--- config.mk ---
export PLATFORM = sky130hd
export DESIGN_NAME = mul_share_arb_flat
export DESIGN_NICKNAME = d
export VERILOG_FILES = /design/src/rtl/mul_share_arb_if.sv /design/src/rtl/mul_share_arb.sv /design/src/flat_wrapper.sv
export SDC_FILE = /design/constraint.sdc
export NUM_CORES = 1
export LEC_CHECK = 0
export ABC_AREA = 0
export CAP_MARGIN = 10
export CORE_MARGIN = 4
export CORE_UTILIZATION = 55
export CTS_CLUSTER_DIAMETER = 100
export DETAILED_ROUTE_END_ITERATION = 8
export GPL_ROUTABILITY_DRIVEN = 0
export GPL_TIMING_DRIVEN = 0
export PLACE_DENSITY = 0.93
export REMOVE_ABC_BUFFERS = 1
export SLEW_MARGIN = 20
export SYNTH_ARGS = -nofsm -noshare
export SYNTH_HDL_FRONTEND = slang
export SYNTH_SLANG_ARGS = --single-unit
--- constraint.sdc ---
create_clock -name clk -period 10.7 [get_ports clk]
set_input_delay 3.21 -clock clk [delete_from_list [all_inputs] [get_ports clk]]
set_output_delay 3.21 -clock clk [all_outputs]
set_load 0.01 [all_outputs]
--- src/rtl/mul_share_arb_if.sv ---
// mul_share_arb_if: requester, multiplier and response bundle of mul_share_arb.
interface mul_share_arb_if #(
    parameter int NUM_REQ = 4,
    parameter int ID_W    = $clog2(NUM_REQ)
);
    logic [NUM_REQ-1:0]    req_valid;
    logic [NUM_REQ-1:0]    req_ready;
    logic [NUM_REQ*16-1:0] req_a;
    logic [NUM_REQ*16-1:0] req_b;
    logic [15:0]           mul_a;
    logic [15:0]           mul_b;
    logic [31:0]           mul_c;
    logic                  resp_valid;
    logic                  resp_ready;
    logic [31:0]           resp_c;
    logic [ID_W-1:0]       resp_id;
    modport master (
        output req_valid, req_a, req_b, mul_c, resp_ready,
        input  req_ready, mul_a, mul_b, resp_valid, resp_c, resp_id
    );
    modport slave (
        input  req_valid, req_a, req_b, mul_c, resp_ready,
        output req_ready, mul_a, mul_b, resp_valid, resp_c, resp_id
    );
endinterface

--- src/rtl/mul_share_arb.sv ---
// mul_share_arb: round-robin sharing of one pipelined 16x16 signed multiplier with a credit-protected response FIFO.
// Define MUL_SHARE_ARB_PERF_EN to add the perf_issue_cnt/perf_stall_cnt saturating counters.
module mul_share_arb #(
    parameter int NUM_REQ   = 4,
    parameter int MUL_LAT   = 3,
    parameter int RSP_DEPTH = 8,
    parameter int ID_W      = $clog2(NUM_REQ)
) (
    input  logic clk,
    input  logic rst,
`ifdef MUL_SHARE_ARB_PERF_EN
    output logic [31:0] perf_issue_cnt,
    output logic [31:0] perf_stall_cnt,
`endif
    mul_share_arb_if.slave bus
);
    localparam int CW = $clog2(RSP_DEPTH + 1);
    localparam int PW = (RSP_DEPTH > 1) ? $clog2(RSP_DEPTH) : 1;

    logic [ID_W-1:0]    rr_ptr;
    logic [ID_W-1:0]    off;
    logic [ID_W-1:0]    win;
    logic [ID_W:0]      sum;
    logic [NUM_REQ-1:0] rot;
    logic               found;
    logic               credit_ok;
    logic               issue;
    logic               push;
    logic               pop;
    logic               full;
    logic [CW-1:0]      inflight;
    logic [CW-1:0]      fifo_cnt;
    logic [CW:0]        used;
    logic [PW-1:0]      rd_ptr;
    logic [PW-1:0]      wr_ptr;
    logic [MUL_LAT-1:0] sh_vld;
    logic [ID_W-1:0]    sh_id [MUL_LAT];
    logic [31:0]        mem_c [RSP_DEPTH];
    logic [ID_W-1:0]    mem_id [RSP_DEPTH];

    function automatic logic [PW-1:0] wrap_inc(input logic [PW-1:0] p);
        return (p == PW'(RSP_DEPTH - 1)) ? '0 : p + 1'b1;
    endfunction

    // Rotate so bit 0 is rr_ptr; the lowest set bit is the next requester in round-robin order.
    assign rot   = NUM_REQ'({bus.req_valid, bus.req_valid} >> rr_ptr);
    assign found = |bus.req_valid;

    always_comb begin
        off = '0;
        for (int k = NUM_REQ - 1; k >= 0; k--) begin
            if (rot[k]) off = ID_W'(k);
        end
    end

    assign sum = (ID_W+1)'(rr_ptr) + (ID_W+1)'(off);
    assign win = ID_W'((sum >= (ID_W+1)'(NUM_REQ)) ? sum - (ID_W+1)'(NUM_REQ) : sum);

    // Credits cover both in-flight products and buffered responses, so the FIFO can never overflow.
    assign used      = (CW+1)'(inflight) + (CW+1)'(fifo_cnt);
    assign credit_ok = used < (CW+1)'(RSP_DEPTH);
    assign issue     = found && credit_ok && !rst;

    always_comb begin
        bus.req_ready = '0;
        bus.mul_a     = '0;
        bus.mul_b     = '0;
        for (int k = 0; k < NUM_REQ; k++) begin
            if (issue && win == ID_W'(k)) begin
                bus.req_ready[k] = 1'b1;
                bus.mul_a        = bus.req_a[16*k +: 16];
                bus.mul_b        = bus.req_b[16*k +: 16];
            end
        end
    end

    assign push           = sh_vld[MUL_LAT-1];
    assign pop            = bus.resp_valid && bus.resp_ready;
    assign full           = fifo_cnt == CW'(RSP_DEPTH);
    assign bus.resp_valid = fifo_cnt != '0;
    assign bus.resp_c     = mem_c[rd_ptr];
    assign bus.resp_id    = mem_id[rd_ptr];

    always_ff @(posedge clk) begin
        if (rst) begin
            rr_ptr   <= '0;
            inflight <= '0;
            fifo_cnt <= '0;
            rd_ptr   <= '0;
            wr_ptr   <= '0;
            sh_vld   <= '0;
            for (int s = 0; s < MUL_LAT; s++) sh_id[s] <= '0;
            for (int e = 0; e < RSP_DEPTH; e++) begin
                mem_c[e]  <= '0;
                mem_id[e] <= '0;
            end
        end else begin
            if (issue) rr_ptr <= (win == ID_W'(NUM_REQ - 1)) ? '0 : win + 1'b1;
            inflight <= inflight + CW'(issue) - CW'(push);
            fifo_cnt <= fifo_cnt + CW'(push) - CW'(pop);
            if (push) begin
                mem_c[wr_ptr]  <= bus.mul_c;
                mem_id[wr_ptr] <= sh_id[MUL_LAT-1];
                wr_ptr         <= wrap_inc(wr_ptr);
            end
            if (pop) rd_ptr <= wrap_inc(rd_ptr);
            sh_vld[0] <= issue;
            sh_id[0]  <= win;
            for (int s = 1; s < MUL_LAT; s++) begin
                sh_vld[s] <= sh_vld[s-1];
                sh_id[s]  <= sh_id[s-1];
            end
        end
    end

    a_no_overflow: assert property (@(posedge clk) disable iff (rst) !(push && full && !pop));

`ifdef MUL_SHARE_ARB_PERF_EN
    always_ff @(posedge clk) begin
        if (rst) begin
            perf_issue_cnt <= '0;
            perf_stall_cnt <= '0;
        end else begin
            if (issue && perf_issue_cnt != '1) perf_issue_cnt <= perf_issue_cnt + 32'd1;
            if (found && !credit_ok && perf_stall_cnt != '1) perf_stall_cnt <= perf_stall_cnt + 32'd1;
        end
    end
`endif
endmodule

--- src/flat_wrapper.sv ---
// flat-port wrapper written by rule: the top's interface ports become plain ports
module mul_share_arb_flat 
#(
    parameter int NUM_REQ   = 4,
    parameter int MUL_LAT   = 3,
    parameter int RSP_DEPTH = 8,
    parameter int ID_W      = $clog2(NUM_REQ)
)
  (clk, rst, bus_req_valid, bus_req_a, bus_req_b, bus_mul_c, bus_resp_ready, bus_req_ready, bus_mul_a, bus_mul_b, bus_resp_valid, bus_resp_c, bus_resp_id);
  mul_share_arb_if #(.NUM_REQ(NUM_REQ), .ID_W(ID_W)) bus_i ();
  input  logic clk;
  input  logic rst;
  input wire logic [$bits(bus_i.req_valid)-1:0] bus_req_valid;
  input wire logic [$bits(bus_i.req_a)-1:0] bus_req_a;
  input wire logic [$bits(bus_i.req_b)-1:0] bus_req_b;
  input wire logic [$bits(bus_i.mul_c)-1:0] bus_mul_c;
  input wire logic [$bits(bus_i.resp_ready)-1:0] bus_resp_ready;
  output wire logic [$bits(bus_i.req_ready)-1:0] bus_req_ready;
  output wire logic [$bits(bus_i.mul_a)-1:0] bus_mul_a;
  output wire logic [$bits(bus_i.mul_b)-1:0] bus_mul_b;
  output wire logic [$bits(bus_i.resp_valid)-1:0] bus_resp_valid;
  output wire logic [$bits(bus_i.resp_c)-1:0] bus_resp_c;
  output wire logic [$bits(bus_i.resp_id)-1:0] bus_resp_id;
  assign bus_i.req_valid = bus_req_valid;
  assign bus_i.req_a = bus_req_a;
  assign bus_i.req_b = bus_req_b;
  assign bus_i.mul_c = bus_mul_c;
  assign bus_i.resp_ready = bus_resp_ready;
  assign bus_req_ready = bus_i.req_ready;
  assign bus_mul_a = bus_i.mul_a;
  assign bus_mul_b = bus_i.mul_b;
  assign bus_resp_valid = bus_i.resp_valid;
  assign bus_resp_c = bus_i.resp_c;
  assign bus_resp_id = bus_i.resp_id;
  mul_share_arb #(.NUM_REQ(NUM_REQ), .MUL_LAT(MUL_LAT), .RSP_DEPTH(RSP_DEPTH), .ID_W(ID_W)) u_core (.clk(clk), .rst(rst), .bus(bus_i));
endmodule
==> load_flow_metrics.sql <==
INSERT INTO impl_metrics (metric_group, metric, value, unit) VALUES
('outcome', 'status', 'finished, final reports clean', ''),
('final_layout', 'register_area', '8737', 'um^2'),
('sta', 'min_period_over_period', '98.29', '%'),
('place', 'place.detailed.hpwl', '24690', 'um'),
('final_layout', 'finish.net_count', '1453', ''),
('synthesis', 'async_reset_ff_share', '0', '%'),
('power', 'power-per-cell-area', '199.2', 'nW/um^2'),
('sta', 'finalMaxSlewViolations', '0', ''),
('final_layout', 'layout.cells.most_common_list', 'and2_1 (273), edfxtp_1 (272), clkdlybuf4s50_1 (236)', ''),
('floorplan', 'die_y', '171.1', 'um'),
('floorplan', 'core_area', '26130', 'um^2'),
('worst_setup_path', 'cpMaxStageDelayCell', 'inv_1', ''),
('sta', 'finalWorstPathRequiredPeriod', '10.52', 'ns'),
('final_layout', 'fin_area', '18460', 'um^2'),
('worst_setup_path', 'cell_depth_of_the_worst_flop_to_flop_path', '10', ''),
('cts', 'cts.repair_timing.setup_buffer_count', '0', ''),
('drt', 'post_drt_wl_per_cell', '24.01', 'um'),
('synthesis', 'postSynthAreaPerCell', '13.89', 'um^2'),
('worst_setup_path', 'critical_path_class', 'in -> out', ''),
('cts', 'clock_tree_buffer_depth', '3', ''),
('global_route', 'grt_pass1_vias', '10370', ''),
('sta', 'worst_slew_pin_slew', '1.137', 'ns'),
('drt', 'routed_wirelength', '39040', 'um'),
('sta', 'rsz0062_at_grt', 'true', ''),
('final_layout', 'fraction_of_layout_cells_with_a_size_suffix_above_1', '15.15', '%'),
('power', 'seq_power_share', '38.6', '%'),
('worst_setup_path', 'slack_of_the_worst_reg_to_reg_path', '7.57', 'ns'),
('final_layout', 'syn2layout_area_growth', '26.11', '%'),
('global_route', 'grt_overflow_total', '0', ''),
('floorplan', 'horizontal_extent_of_the_die', '171.1', 'um'),
('worst_setup_path', 'critPathMaxFanout', '34', ''),
('global_route', 'grt_start_max_net_pins', '42', ''),
('floorplan', 'initial_core_utilization', '56.00', '%'),
('place', 'placed_standard_cell_area', '17480', 'um^2'),
('final_layout', 'layout_commonest_cell', 'and2_1', ''),
('synthesis', 'yosys.cell_types.count', '49', ''),
('final_layout', 'multi_input_comb_area', '5620', 'um^2'),
('floorplan', 'row_count', '59', ''),
('worst_hold_path', 'cell_count_of_the_worst_hold_path', '1', ''),
('sta', 'clock_skew', '0.01484', 'ns'),
('drt', 'route.vias.total', '9843', ''),
('worst_setup_path', 'crit_path_end', 'bus_mul_b[14]', ''),
('power', 'leakage_power_of_the_design', '6.724', 'nW'),
('power', 'pwr-share-clk', '27.3', '%'),
('cts', 'tritoncts', 'yes', ''),
('power', 'net_load_switching_power', '1.128', 'mW'),
('cts', 'clock_tree.htree_level_count', '1', ''),
('floorplan', 'num_io_pins', '238', ''),
('power', 'internal_power', '2.549', 'mW'),
('sta', 'holdWs', '0.4341', 'ns'),
('global_route', 'initial_antenna_violation_count', '4', ''),
('global_route', 'grt_first_pass_wirelength', '58010', 'um'),
('worst_hold_path', 'type_of_the_most_critical_hold_path', 'reg -> reg', ''),
('sta', 'slew-limit-headroom', '24.18', '%'),
('cts', 'cts-root-buf', 'clkbuf_16', ''),
('synthesis', 'syn_area', '14640', 'um^2'),
('drt', 'detail_route.iter0.violations', '905', ''),
('sta', 'hold_violations', '0', ''),
('floorplan', 'floorplan.die_area', '29280', 'um^2'),
('sta', 'fmax', '95.08', 'MHz'),
('cts', 'worstSkewPairLatency', '0.55', 'ns'),
('drt', 'antenna_left', '0', ''),
('worst_setup_path', 'crit_path_start_kind', 'input port', ''),
('synthesis', 'synth_enable_flop_cells', '272', ''),
('global_route', 'track_usage', '26.04', '%'),
('synthesis', 'postSynthRegisterBits', '300', ''),
('worst_setup_path', 'crit-reg2reg-capture', 'u_core.inflight[2]', ''),
('synthesis', 'yosysWarningCount', '0', ''),
('drt', 'drt-vias-per-instance', '6.054', ''),
('cts', 'clock_pin_slew_on_the_worst_setup_and_hold_paths', '0.06', 'ns'),
('worst_setup_path', 'cp_cell_sequence', 'clkdlybuf4s50_1 -> or2_2 -> a32oi_1 -> o221ai_1 -> xor2_1 -> ha_2 -> inv_1 -> and3_1 -> a21oi_1 -> a211oi_1 -> clkdlybuf4s50_1', '');
-- state kept, by name, indices dropped and copies added, names as in the netlist, named ones only --
register and count:
u_core.wr_ptr 3, u_core.inflight 4, u_core.rr_ptr 2, u_core.sh_id 6, u_core.sh_vld 3, u_core.rd_ptr 3, u_core.mem_c 256, u_core.mem_id 16
u_core.fifo_cnt 4
-- worst min path at each step --
stage                                  start            endpoint  slack [ns]
after global placement      u_core.sh_vld[1]    u_core.sh_vld[2]        0.42
after floorplan           u_core.sh_id[0][0]  u_core.sh_id[0][2]        0.41
after CTS                 u_core.sh_id[0][0]  u_core.sh_id[0][2]        0.43
after detailed placement  u_core.sh_id[0][0]  u_core.sh_id[0][2]        0.42
after global routing      u_core.sh_id[0][1]  u_core.sh_id[0][3]        0.46
final                     u_core.sh_id[0][0]  u_core.sh_id[0][2]        0.43
-- final cells by class --
class	count	area share [%]
clock buffer	39	4.366
antenna	4	0.05423
timing repair buffer	254	14.37
multi-input combinational	658	30.45
sequential	300	47.34
clock inverter	17	0.7389
tap	335	2.271
inverter	19	0.4135
-- critical path, delay by kind of cell --
kind / cells / cell delay (ns)
buffers and inverters: 3 / 1.85
AOI/OAI and AO/OA: 4 / 0.94
and+or+nand+nor: 2 / 0.61
adders and majority gates: 1 / 0.44
xor gates and xnor gates: 1 / 0.23
-- cell usage after synthesis, types with 2 or more instances --
master     instances  share of area (%)
nor4_1             2              0.085
nand2b_1           2              0.085
a21o_1             2               0.10
o2bb2ai_1         30                1.8
buf_1              5               0.13
a21oi_1           38                1.3
or3_1              2              0.085
or2_2              9               0.38
and3_1            30                1.3
a211oi_1          32                1.6
a22oi_1            2               0.10
inv_1             18               0.46
o21ai_0            2              0.068
clkbuf_1          63                1.6
xnor2_1            3               0.18
edfxtp_1         272                 56
buf_2              8               0.27
o22ai_1            2              0.085
mux4_2            68                 10
nor3_1             2              0.068
nor2b_1           10               0.43
xor2_1             4               0.24
nand2_1            8               0.21
or3b_2             2               0.12
mux2i_1            2               0.14
mux2_2            35                2.7
dfxtp_1           28                3.8
fa_1               2               0.27
and2_1           273                 12
nor2_1            57                1.5
nand3b_1           3               0.15
ha_1              21                1.8
-- cell families (layout without fill, tap and decap cells) --
logic type      after synthesis  count (layout)  synth area share (%)
fa+ha+maj                    23              23                 2.069
simple gates                406             406                 16.37
flops                       300             300                 59.64
mux                         105             105                 13.29
compound gates              117             117                 5.625
xor+xnor                      7               7                0.4189
buf+inv                      96             329                 2.582
other cells                   0               4                     0
-- per-stage QoR --
step                cells  utilization [%]  setup slack, ns  TNS (ns)  total power, mW
floorplan             977                -            1.238         0            2.156
global placement     1549            65.51          -0.9681    -26.71            2.654
detailed placement   1566            66.90          -0.4983    -6.021            2.675
CTS                  1622            70.53           0.2010         0            3.677
global route         1625            70.62         -0.01432  -0.01432            3.841
finish               1626            70.63           0.1831         0            3.677
-- per-layer routing --
metal | vias to the layer above | part of all wire, % | track usage, %
li1 | 4329 | - | -
met1 | 4814 | 34 | 30.02
met2 | 599 | 54 | 48.76
met3 | 99 | 8.3 | 4.829
met4 | 2 | 3.1 | 8.612
met5 | - | 0.031 | 0
-- power by group through the flow --
stage	Combinational, mW	Clock (mW)	Sequential, mW
floorplan	0.714	0	1.44
global placement	1.18	0	1.47
detailed placement	1.23	0	1.45
CTS	1.24	1.01	1.42
global route	1.35	1.06	1.43
finish	1.25	1.01	1.42
-- timing repair --
| item | in CTS | in global routing |
|---|---|---|
| hold buffers | 0 | 0 |
| setup endpoints to repair | 32 | 2 |
| gates resized for setup | 3 | 1 |
No activity file was read; power rests on OpenSTA's default activity.
